`src/rtl/serializer_pkg.sv`:
```
// Shared types and constants for the byte serializer.
// Define SERIALIZER_PARITY_EN to append an even-parity bit to every frame.
package serializer_pkg;
  typedef enum logic {IDLE = 1'b0, SHIFT = 1'b1} ser_state_t;

  localparam int BYTE_W = 8;
`ifdef SERIALIZER_PARITY_EN
  localparam int FRAME_LEN = 9;
`else
  localparam int FRAME_LEN = 8;
`endif
  // Wide enough to count to FRAME_LEN in either build
  localparam int CNT_W = 4;
endpackage

```
`src/rtl/byte_fifo.sv`:
```
// Byte FIFO with wrapping pointers; pushes while full are dropped even when a pop
// happens in the same cycle. Head byte is visible combinationally on dout.
module byte_fifo
  import serializer_pkg::*;
#(
  parameter int DEPTH = 4
) (
  input  logic              gclk,
  input  logic              grst_n,
  input  logic              push,
  input  logic              pop,
  input  logic [BYTE_W-1:0] din,
  output logic [BYTE_W-1:0] dout,
  output logic              full,
  output logic              empty
);
  localparam int PTR_W = (DEPTH > 1) ? $clog2(DEPTH) : 1;

  logic [BYTE_W-1:0] mem [DEPTH];
  logic [PTR_W-1:0]  wr_ptr, rd_ptr;
  logic [PTR_W:0]    count;
  logic              do_push, do_pop;

  assign full    = (count == (PTR_W+1)'(DEPTH));
  assign empty   = (count == '0);
  assign do_push = push & ~full;
  assign do_pop  = pop & ~empty;
  assign dout    = mem[rd_ptr];

  // DEPTH is a power of two, so plain increment wraps the pointers
  always_ff @(posedge gclk or negedge grst_n) begin
    if (!grst_n) begin
      wr_ptr <= '0;
      rd_ptr <= '0;
      count  <= '0;
    end else begin
      if (do_push) wr_ptr <= wr_ptr + 1'b1;
      if (do_pop)  rd_ptr <= rd_ptr + 1'b1;
      case ({do_push, do_pop})
        2'b10:   count <= count + 1'b1;
        2'b01:   count <= count - 1'b1;
        default: count <= count;
      endcase
    end
  end

  always_ff @(posedge gclk) begin
    if (do_push) mem[wr_ptr] <= din;
  end
endmodule

```
`src/rtl/byte_serializer.sv`:
```
// Parallel-to-serial byte transmitter: FIFO feeds an MSB-first shifter, one idle cycle
// between frames. SERIALIZER_PARITY_EN adds a trailing even-parity bit.
module byte_serializer
  import serializer_pkg::*;
#(
  parameter int DEPTH = 4
) (
  input  logic              clock1M,
  input  logic              reset,
  input  logic [BYTE_W-1:0] data_in,
  input  logic              enqueue_in,
  output logic              data_out,
  output logic              write_out,
  output logic              status_out,
  output logic              busy_out
);
  ser_state_t        state, state_nxt;
  logic [BYTE_W-1:0] shift_q, shift_nxt, fifo_dout;
  logic [CNT_W-1:0]  bit_cnt, bit_cnt_nxt;
  logic              dout_nxt, wr_nxt, pop, fifo_full, fifo_empty;
`ifdef SERIALIZER_PARITY_EN
  logic              par_q, par_nxt;
`endif

  byte_fifo #(.DEPTH(DEPTH)) u_fifo (
    .gclk   (clock1M),
    .grst_n (reset),
    .push   (enqueue_in),
    .pop    (pop),
    .din    (data_in),
    .dout   (fifo_dout),
    .full   (fifo_full),
    .empty  (fifo_empty)
  );

  assign status_out = fifo_full;
  assign busy_out   = ~fifo_empty | (state == SHIFT);

  // The pop edge already presents bit7, so the shifter is loaded pre-shifted
  always_comb begin
    state_nxt   = state;
    shift_nxt   = shift_q;
    bit_cnt_nxt = bit_cnt;
    dout_nxt    = 1'b0;
    wr_nxt      = 1'b0;
    pop         = 1'b0;
`ifdef SERIALIZER_PARITY_EN
    par_nxt     = par_q;
`endif
    case (state)
      IDLE: begin
        if (!fifo_empty) begin
          pop         = 1'b1;
          dout_nxt    = fifo_dout[BYTE_W-1];
          wr_nxt      = 1'b1;
          shift_nxt   = {fifo_dout[BYTE_W-2:0], 1'b0};
          bit_cnt_nxt = CNT_W'(1);
          state_nxt   = SHIFT;
`ifdef SERIALIZER_PARITY_EN
          par_nxt     = ^fifo_dout;
`endif
        end
      end
      SHIFT: begin
        if (bit_cnt == CNT_W'(FRAME_LEN)) begin
          bit_cnt_nxt = '0;
          state_nxt   = IDLE;
        end else begin
          wr_nxt      = 1'b1;
          bit_cnt_nxt = bit_cnt + 1'b1;
`ifdef SERIALIZER_PARITY_EN
          if (bit_cnt == CNT_W'(BYTE_W)) begin
            dout_nxt = par_q;
          end else begin
            dout_nxt  = shift_q[BYTE_W-1];
            shift_nxt = {shift_q[BYTE_W-2:0], 1'b0};
          end
`else
          dout_nxt  = shift_q[BYTE_W-1];
          shift_nxt = {shift_q[BYTE_W-2:0], 1'b0};
`endif
        end
      end
      default: state_nxt = IDLE;
    endcase
  end

  always_ff @(posedge clock1M or negedge reset) begin
    if (!reset) begin
      state     <= IDLE;
      shift_q   <= '0;
      bit_cnt   <= '0;
      data_out  <= 1'b0;
      write_out <= 1'b0;
`ifdef SERIALIZER_PARITY_EN
      par_q     <= 1'b0;
`endif
    end else begin
      state     <= state_nxt;
      shift_q   <= shift_nxt;
      bit_cnt   <= bit_cnt_nxt;
      data_out  <= dout_nxt;
      write_out <= wr_nxt;
`ifdef SERIALIZER_PARITY_EN
      par_q     <= par_nxt;
`endif
    end
  end
endmodule

```
`config.mk`:
```
export PLATFORM = sky130hd
export DESIGN_NAME = byte_serializer
export DESIGN_NICKNAME = d
export VERILOG_FILES = /design/src/rtl/serializer_pkg.sv /design/src/rtl/byte_fifo.sv /design/src/rtl/byte_serializer.sv
export SDC_FILE = /design/constraint.sdc
export NUM_CORES = 1
export LEC_CHECK = 0
export CAP_MARGIN = 10
export CORE_UTILIZATION = 58
export DETAILED_ROUTE_END_ITERATION = 10
export PLACE_DENSITY = 0.78
export REMOVE_ABC_BUFFERS = 1
export SLEW_MARGIN = 30
export SYNTH_ARGS = -nofsm -noshare
export SYNTH_HDL_FRONTEND = slang
export SYNTH_SLANG_ARGS = --single-unit
```
`constraint.sdc`:
```
create_clock -name clock1M -period 2.2 [get_ports clock1M]
set_input_delay 0.44 -clock clock1M [delete_from_list [all_inputs] [get_ports clock1M]]
set_output_delay 0.44 -clock clock1M [all_outputs]
set_load 0.02 [all_outputs]
```
==> flow_metrics.py, run 1 <==
metrics = {
    "drt": {
        "wl_met1_um": 1540,
        "drc": 0,
        "wl_met3_um": 83,
        "routed.top_layer": "met4",
        "wire_per_inst_um": 17.0,
        "routed_wl_um": 3610,
        "first_iter_violations": 79,
        "routed_via_density": 5.69,
        "antenna_left": 0,
        "num_vias": 1206,
        "wl_met2_um": 1940,
        "firstDrtPassIters": 4,
    },
    "final_layout": {
        "nets": 182,
        "drive_gt1_share_pct": 10.4,
        "area_growth_pct": 12.8,
        "antenna_cells": 0,
    },
    "power": {
        "p_leak_nw": 1.11,
        "powerDensity_nw_per_um2": 1190,
        "switching_share_pct": 32.5,
        "p_switching_mw": 1.01,
        "total_power_mw": 3.10,
        "intPower_mw": 2.09,
        "combPwrFrac_pct": 33.6,
        "pwr-share-seq_pct": 49.7,
        "irDropWorstVdd_mv": 0.714,
        "clockPowerShare_pct": 16.7,
    },
    "logic_synthesis": {
        "netlist_area_um2": 2310,
        "synth_common_cells": "edfxtp_1, dfrtp_1, mux2i_1, inv_1",
        "yosys_warnings": 0,
        "synth.top_cell.area_share_pct": 41.6,
        "yosysTopAreaCell": "edfxtp_1",
        "synth_edf_count": 32,
        "ys_seq_elements": 52,
        "synth_area_leaders": "edfxtp_1, dfrtp_1, mux4_1",
        "synthFlopType": "edfxtp_1",
        "synth_most_common_cell": "edfxtp_1",
        "netlist-cell-type-count": 35,
        "yosysSeqAreaShare_pct": 63.3,
        "synthArstFlopShare_pct": 38.5,
        "synth.avg_cell_area_um2": 16.1,
        "netlist_instances": 143,
    },
    "timing": {
        "skew_ns": 0.00579,
        "max_clock_freq_mhz": 477,
        "grt_setup_unrepaired": "no",
        "worst_slew_pin_slew_ns": 0.459,
        "postLayoutSetupSlackWorst_ns": 0.105,
        "maxSlewViolCount": 0,
        "finalSetupViolCount": 0,
        "slew_headroom_pct": 69.4,
        "period_needed_ns": 2.10,
        "tns_ns": 0,
        "hold_viol": 0,
        "fin_crit_sh_pct": 95.2,
    },
    "cts": {
        "cts_tree": "done",
        "cts_setup_buffers": 0,
        "root_buffer": "clkbuf_8",
        "cts_htree_levels": 2,
        "clk_pin_slew_worst_paths_ns": 0.09,
        "cts_inserted_buffers": 5,
        "clock_sinks": 52,
        "worstSkewPairLatency_ns": 0.30,
        "hold_buffers": 0,
        "cts_buffer_depth": 2,
    },
    "setup_path": {
        "cp_slowest_cell": "or4_1",
        "ff2ff_path_depth": 8,
        "worst-path-buf-inv": 1,
        "end_kind": "output port",
        "critPathMaxStageDelay_ns": 0.57,
        "cp.required_ns": 1.76,
        "path_class": "reg -> out",
        "r2r_end": "u_fifo.count[2]$_DFFE_PN0P_",
        "crit_chain": "or4_1 -> dlygate4sd2_1",
        "critPathMaxFanout": 6,
        "crit_family": "simple AND/OR/NAND/NOR gates",
        "ff2ff_setup_slack_ns": 0.20,
        "r2r-start": "u_fifo.count[0]$_DFFE_PN0P_",
        "worstSetupPathDepth": 2,
        "startpoint_type": "register",
        "arrival_ns": 1.66,
    },
    "flow_run": {
        "max-cap-violations": 0,
    },
    "placement": {
        "place_hpwl_um": 2590,
        "dp_slack_ns": -0.0209,
        "gp_congestion": 0.689,
        "io_buffers": 14,
    },
    "hold_path": {
        "hold_class": "in -> async",
    },
    "floorplanning": {
        "fp.dieW_um": 65.1,
        "io_pins": 15,
        "rows": 22,
        "start_util_pct": 61.7,
        "die_area_um2": 4240,
        "coreArea_um2": 3740,
        "die_y_um": 65.1,
    },
    "global_routing": {
        "track_usage_pct": 20.4,
        "grt_pass1_vias": 1311,
        "grt-ovfl-total": 0,
        "grt_pass1_wl_um": 6180,
        "grt_max_degree": 21,
        "antenna_found_initial": 0,
    },
    "outcome": {
        "status": "complete, no violations",
    },
}
-- power groups by stage --
stage	Combinational [mW]	Sequential, mW	Clock, mW
final	1.04	1.54	0.518
after global routing	1.16	1.58	0.573
after CTS	1.06	1.54	0.532
after detailed placement	1.06	1.56	0
after global placement	0.981	1.54	0
after floorplan	0.717	1.54	0
-- cells by family (layout without fill, tap and decap cells) --
logic type	Yosys count	in the layout	share of synthesized area, %
fa+ha+maj	8	8	4.66
mux	26	26	16.8
flops	52	52	63.3
xor+xnor	6	6	2.28
buf+inv	14	35	2.71
simple gates	24	24	6.45
compound gates	13	13	3.79
-- worst register-to-register path, delay by kind of cell (launching register included) --
kind / cells / cell delay (ns)
fa+ha+maj: 2 / 0.65
flops: 1 / 0.45
simple gates: 3 / 0.43
xor+xnor: 2 / 0.31
buf+inv: 1 / 0.07
-- timing repair --
action,in CTS,in global routing
pin swaps,0,0
resized for setup,1,1
gates cloned,0,0
endpoints found under the setup margin,1,2
-- sequential cells by signal, summed over array words and instances, names as in the netlist --
register / cells
shift_q: 7
u_fifo.rd_ptr: 2
u_fifo.mem: 32
u_fifo.wr_ptr: 2
u_fifo.count: 3
state: 1
bit_cnt: 4
data_out: 1
-- per-layer routing --
layer,vias to the layer above,global-route usage [%]
met5,-,0
li1,581,-
met4,0,6.52
met3,4,4.17
met2,17,36.7
met1,604,24.6
-- worst max-delay path by stage --
stage / start / endpoint / slack [ns]
final: u_fifo.count[1]$_DFFE_PN0P_ / busy_out / 0.10
after global placement: enqueue_in / u_fifo.count[2]$_DFFE_PN0P_ / 0.07
after CTS: u_fifo.count[1]$_DFFE_PN0P_ / status_out / 0.09
after global routing: u_fifo.count[0]$_DFFE_PN0P_ / u_fifo.count[2]$_DFFE_PN0P_ / 0.01
after floorplan: u_fifo.count[1]$_DFFE_PN0P_ / u_fifo.count[2]$_DFFE_PN0P_ / -0.23
after detailed placement: enqueue_in / u_fifo.count[2]$_DFFE_PN0P_ / -0.02
-- layout make-up --
cell class                 instances  area [um^2]
fill                             266         1140
sequential                        52         1460
timing repair buffer              19          176
clock inverter                     3         18.8
clock buffer                       5         68.8
multi-input combinational         77          790
inverter                           8         30.0
tap                               48         60.1
-- stage by stage --
step	cells	cell area, um^2	util [%]	hold slack, ns
after floorplan	137	2280	-	0.144
after CTS	212	2600	69.5	0.480
after global routing	212	2610	69.6	0.488
after detailed placement	204	2510	67.1	0.524
after global placement	204	2510	67.1	0.504
final	212	2610	69.6	0.479
-- cells in the final DEF (no fill, tap or decap), types with 2 or more instances in the layout --
cell             Yosys  routed
mux2i_1             17      17
ha_1                 7       7
o21ai_0              4       4
nor2b_1              3       3
xnor2_1              2       2
clkbuf_8             0       5
nor2_1               2       2
mux4_1               7       7
nand2_1              3       3
edfxtp_1            32      32
clkdlybuf4s50_1      0      13
dfrtp_1             20      20
a21oi_1              2       2
clkinv_2             0       2
or3_1                2       2
buf_4                0       5
and3b_1              2       2
xor2_1               4       4
inv_1                8       8
and2_1               4       4
nand3b_1             2       2
Note: power is estimated with default switching activity, not from simulation.
==> run 2, diff against run 1 <==
==> constraint.sdc (replaced) <==
create_clock -name clock1M -period 2 [get_ports clock1M]
set_input_delay 0.4 -clock clock1M [delete_from_list [all_inputs] [get_ports clock1M]]
set_output_delay 0.4 -clock clock1M [all_outputs]
set_load 0.02 [all_outputs]
==> flow_metrics.py, run 2 (synthesized netlist as in run 1, its figures left out) <==
metrics = {
    "floorplanning": {
        "die_y_um": 65.1,
        "start_util_pct": 61.7,
        "io_pins": 15,
        "coreArea_um2": 3740,
        "fp.dieW_um": 65.1,
        "die_area_um2": 4240,
        "rows": 22,
    },
    "timing": {
        "slew_headroom_pct": 67.7,
        "max_clock_freq_mhz": 532,
        "worst_slew_pin_slew_ns": 0.484,
        "fin_crit_sh_pct": 94.0,
        "finalSetupViolCount": 0,
        "grt_setup_unrepaired": "no",
        "hold_viol": 0,
        "postLayoutSetupSlackWorst_ns": 0.119,
        "maxSlewViolCount": 0,
        "skew_ns": 0.0114,
        "period_needed_ns": 1.88,
    },
    "drt": {
        "wire_per_inst_um": 17.7,
        "firstDrtPassIters": 4,
        "first_iter_violations": 54,
        "routed_via_density": 5.78,
        "num_vias": 1284,
        "routed_wl_um": 3930,
        "antenna_left": 0,
        "drc": 0,
    },
    "placement": {
        "io_buffers": 14,
        "dp_slack_ns": -0.181,
        "place_hpwl_um": 2710,
        "gp_congestion": 0.716,
        "place_area_um2": 2620,
    },
    "final_layout": {
        "multi_input_area_um2": 800,
        "final-seq-area_um2": 1460,
        "fill_cells": 243,
        "finalInstanceArea_um2": 2760,
        "regMostFlops": "u_fifo.mem",
        "nets": 192,
        "drive_gt1_share_pct": 17.2,
        "largest_reg_flops": 32,
        "finalCoreUtilization_pct": 73.6,
        "final_cell_mix": "edfxtp_1, dfrtp_1, mux2i_1, clkdlybuf4s50_1, buf_4",
        "antenna_cells": 0,
        "area_growth_pct": 19.4,
        "largest_registers": "u_fifo.mem: 32 flops, shift_q: 7 flops, bit_cnt: 4 flops",
        "final_common_cell": "edfxtp_1",
    },
    "cts": {
        "clk_pin_slew_worst_paths_ns": 0.09,
        "cts_tree": "done",
        "cts_inserted_buffers": 5,
        "root_buffer": "clkbuf_8",
        "cts_buffer_depth": 2,
        "hold_buffers": 0,
        "worstSkewPairLatency_ns": 0.30,
        "cts_htree_levels": 2,
        "clock_sinks": 52,
    },
    "power": {
        "irDropWorstVdd_mv": 0.683,
        "p_leak_nw": 1.18,
        "powerDensity_nw_per_um2": 1350,
        "total_power_mw": 3.72,
    },
    "global_routing": {
        "track_usage_pct": 21.1,
        "antenna_found_initial": 0,
        "grt_pass1_wl_um": 6320,
        "grt-ovfl-total": 0,
        "grt_pass1_vias": 1309,
        "grt_max_degree": 21,
    },
    "setup_path": {
        "critPathMaxFanout": 5,
        "path_class": "reg -> reg",
        "cp.required_ns": 2.22,
        "startpoint_type": "register",
        "arrival_ns": 2.10,
        "end_kind": "register",
    },
    "hold_path": {
        "hold_class": "in -> async",
    },
    "outcome": {
        "status": "complete, no violations",
    },
    "flow_run": {
        "max-cap-violations": 0,
    },
}
[run 2: worst paths after layout]
path | slack (ns) | end | cells past startpoint | start
min in group clock1M | 0.54 | shift_q[3]$_DFFE_PN0P_ | 1 | shift_q[3]$_DFFE_PN0P_
worst max-delay path | 0.12 | u_fifo.count[2]$_DFFE_PN0P_ | 9 | u_fifo.count[0]$_DFFE_PN0P_
worst min-delay path | 0.44 | shift_q[6]$_DFFE_PN0P_ | 2 | reset
worst min register to register | 0.54 | shift_q[3]$_DFFE_PN0P_ | 1 | shift_q[3]$_DFFE_PN0P_
worst max register to register | 0.12 | u_fifo.count[2]$_DFFE_PN0P_ | 9 | u_fifo.count[0]$_DFFE_PN0P_
max in group asynchronous | 1.34 | u_fifo.wr_ptr[1]$_DFFE_PN0P_ | 2 | reset
[run 2: timing repair]
action / in CTS / in global routing
setup buffers: 0 / 2
endpoints found under the setup margin: 3 / 4
gates cloned: 0 / 0
pin swaps: 0 / 5
resized for setup: 4 / 6
[run 2: layout make-up]
type	instances	share of cell area, %
well taps	48	2.18
repair buffers	29	10.8
clock inverters	3	1.36
flip-flops and latches	52	53.0
multi-input cells	77	29.0
inverters	8	1.09
clock buffers	5	2.50
[run 2: worst max-delay path, cell delays in order, from the launching register on]
cell and delay (ns):
dfrtp_1 0.44, nor3b_2 0.22, nor2b_1 0.08, inv_1 0.06
ha_2 0.18, inv_2 0.04, fa_2 0.33, xor2_1 0.15
nor2_1 0.14, xor2_1 0.16
[run 2: per-layer routing]
layer,track usage [%],vias to the layer above,part of all wire (%)
met5,0,-,0
met4,5.71,0,1.2
met3,6.60,8,3.8
met2,36.8,23,52
met1,25.2,657,43
li1,-,596,-
[run 2: power by group]
| part | switching [mW] | internal (mW) | total (mW) |
|---|---|---|---|
| clock network | 0.319 | 0.365 | 0.683 |
| logic | 0.602 | 0.728 | 1.33 |
| registers | 0.250 | 1.46 | 1.71 |
| total | 1.17 | 2.55 | 3.72 |
[run 2: per-stage QoR]
step	std cells	hold slack [ns]	TNS (ns)
detailed placement	212	0.525	-0.216
finish	222	0.436	0
global placement	212	0.499	-0.0692
CTS	220	0.441	0
global route	222	0.453	0
floorplan	137	0.104	-0.696
==> run 3, diff against run 2 <==
--- a/config.mk
+++ b/config.mk
@@ -6,9 +6,9 @@
 export NUM_CORES = 1
 export LEC_CHECK = 0
 export CAP_MARGIN = 10
-export CORE_UTILIZATION = 58
+export CORE_UTILIZATION = 61
 export DETAILED_ROUTE_END_ITERATION = 10
-export PLACE_DENSITY = 0.78
+export PLACE_DENSITY = 0.82
 export REMOVE_ABC_BUFFERS = 1
 export SLEW_MARGIN = 30
 export SYNTH_ARGS = -nofsm -noshare
==> constraint.sdc (replaced) <==
create_clock -name clock1M -period 2.4 [get_ports clock1M]
set_input_delay 0.48 -clock clock1M [delete_from_list [all_inputs] [get_ports clock1M]]
set_output_delay 0.48 -clock clock1M [all_outputs]
set_load 0.02 [all_outputs]
==> flow_metrics.py, run 3 (synthesized netlist as in run 1, its figures left out) <==
metrics = {
    "outcome": {
        "status": "complete, no violations",
    },
    "cts": {
        "cts_inserted_buffers": 5,
        "hold_buffers": 0,
        "cts_htree_levels": 2,
        "clock_sinks": 52,
        "cts_tree": "done",
        "cts_buffer_depth": 2,
        "root_buffer": "clkbuf_8",
        "cts_setup_buffers": 0,
        "worstSkewPairLatency_ns": 0.30,
        "clk_pin_slew_worst_paths_ns": 0.09,
    },
    "final_layout": {
        "final_common_cell": "edfxtp_1",
        "nets": 181,
        "antenna_cells": 0,
        "finalCoreUtilization_pct": 75.5,
        "fin_cells": 209,
        "final_cell_mix": "edfxtp_1, dfrtp_1, mux2i_1, clkdlybuf4s50_1, inv_1",
        "regMostFlops": "u_fifo.mem",
        "drive_gt1_share_pct": 8.59,
        "area_growth_pct": 13.4,
        "largest_registers": "u_fifo.mem: 32 flops, shift_q: 7 flops, bit_cnt: 4 flops",
        "largest_reg_flops": 32,
    },
    "floorplanning": {
        "io_pins": 15,
        "die_y_um": 63.5,
        "rows": 21,
        "fp.dieW_um": 63.5,
        "coreArea_um2": 3470,
        "die_area_um2": 4030,
        "start_util_pct": 66.6,
    },
    "drt": {
        "num_vias": 1202,
        "antenna_left": 0,
        "wire_per_inst_um": 17.1,
        "routed_via_density": 5.75,
        "first_iter_violations": 29,
        "routed_wl_um": 3570,
        "drc": 0,
        "firstDrtPassIters": 4,
    },
    "global_routing": {
        "grt_pass1_vias": 1300,
        "grt_pass1_wl_um": 6270,
        "grt_max_degree": 21,
        "antenna_found_initial": 0,
        "grt-ovfl-total": 0,
        "track_usage_pct": 21.4,
    },
    "placement": {
        "gp_congestion": 0.680,
        "place_hpwl_um": 2520,
        "io_buffers": 14,
        "dp_slack_ns": 0.152,
        "dp.cells": 201,
    },
    "power": {
        "p_leak_nw": 1.11,
        "irDropWorstVdd_mv": 0.822,
        "powerDensity_nw_per_um2": 1120,
    },
    "setup_path": {
        "startpoint_type": "register",
        "ff2ff_setup_slack_ns": 0.35,
        "end_kind": "output port",
        "critPathMaxFanout": 6,
        "path_class": "reg -> out",
        "cp.required_ns": 1.92,
        "arrival_ns": 1.67,
    },
    "timing": {
        "max_clock_freq_mhz": 466,
        "fin_crit_sh_pct": 89.4,
        "skew_ns": 0.00682,
        "hold_viol": 0,
        "period_needed_ns": 2.15,
        "worst_slew_pin_slew_ns": 0.529,
        "postLayoutSetupSlackWorst_ns": 0.255,
        "hold_ws_ns": 0.510,
        "grt_setup_unrepaired": "no",
        "finalSetupViolCount": 0,
        "maxSlewViolCount": 0,
        "slew_headroom_pct": 64.7,
    },
    "hold_path": {
        "hold_class": "in -> async",
    },
    "flow_run": {
        "max-cap-violations": 0,
    },
}
-- run 3: timing repair --
item	4_1_cts	5_1_grt
endpoints found under the hold margin	0	0
endpoints found under the setup margin	0	1
gates resized for setup	0	1
-- run 3: path summary, 6_finish.rpt --
| kind | endpoint | startpoint | cells past startpoint |
|---|---|---|---|
| hold / removal | shift_q[4]$_DFFE_PN0P_ | reset | 2 |
| min in group clock1M | u_fifo.count[2]$_DFFE_PN0P_ | u_fifo.count[2]$_DFFE_PN0P_ | 1 |
| setup / recovery | status_out | u_fifo.count[0]$_DFFE_PN0P_ | 2 |
| hold reg to reg | u_fifo.count[2]$_DFFE_PN0P_ | u_fifo.count[2]$_DFFE_PN0P_ | 1 |
| max in group asynchronous | u_fifo.count[1]$_DFFE_PN0P_ | reset | 2 |
| setup reg to reg | u_fifo.count[2]$_DFFE_PN0P_ | u_fifo.count[0]$_DFFE_PN0P_ | 9 |
-- run 3: through the flow --
stage / power, mW / setup TNS (ns) / instance area, um^2
2_1_floorplan: 2.07 / -0.0332 / 2280
3_3_place_gp: 2.30 / 0 / 2500
3_5_place_dp: 2.38 / 0 / 2500
4_1_cts: 2.95 / 0 / 2620
5_1_grt: 3.12 / 0 / 2620
6_report: 2.92 / 0 / 2620
-- run 3: final cells by class --
cell class,count,area [um^2]
clock buffer,5,68.8
fill,223,851
timing repair buffer,18,173
inverter,8,30.0
sequential,52,1460
clock inverter,3,42.5
tap,46,57.6
multi-input combinational,77,785
-- run 3: where the power goes --
| group | switching, mW | internal (mW) | leakage (nW) |
|---|---|---|---|
| Clock | 0.268 | 0.309 | 0.0558 |
| Sequential | 0.217 | 1.21 | 0.541 |
| Combinational | 0.430 | 0.484 | 0.513 |
-- run 3: critical path, cell delays in order, from the launching register on --
cell and delay (ns):
dfrtp_1 0.44, nor3b_1 0.27, clkdlybuf4s50_1 0.66
-- run 3: metal layers --
metal	vias to the layer above	routed length, um	global-route usage (%)
met1	603	1580	27.0
met5	-	0	0
met3	7	121	6.34
li1	573	-	-
met4	0	44	6.82
met2	19	1820	35.6
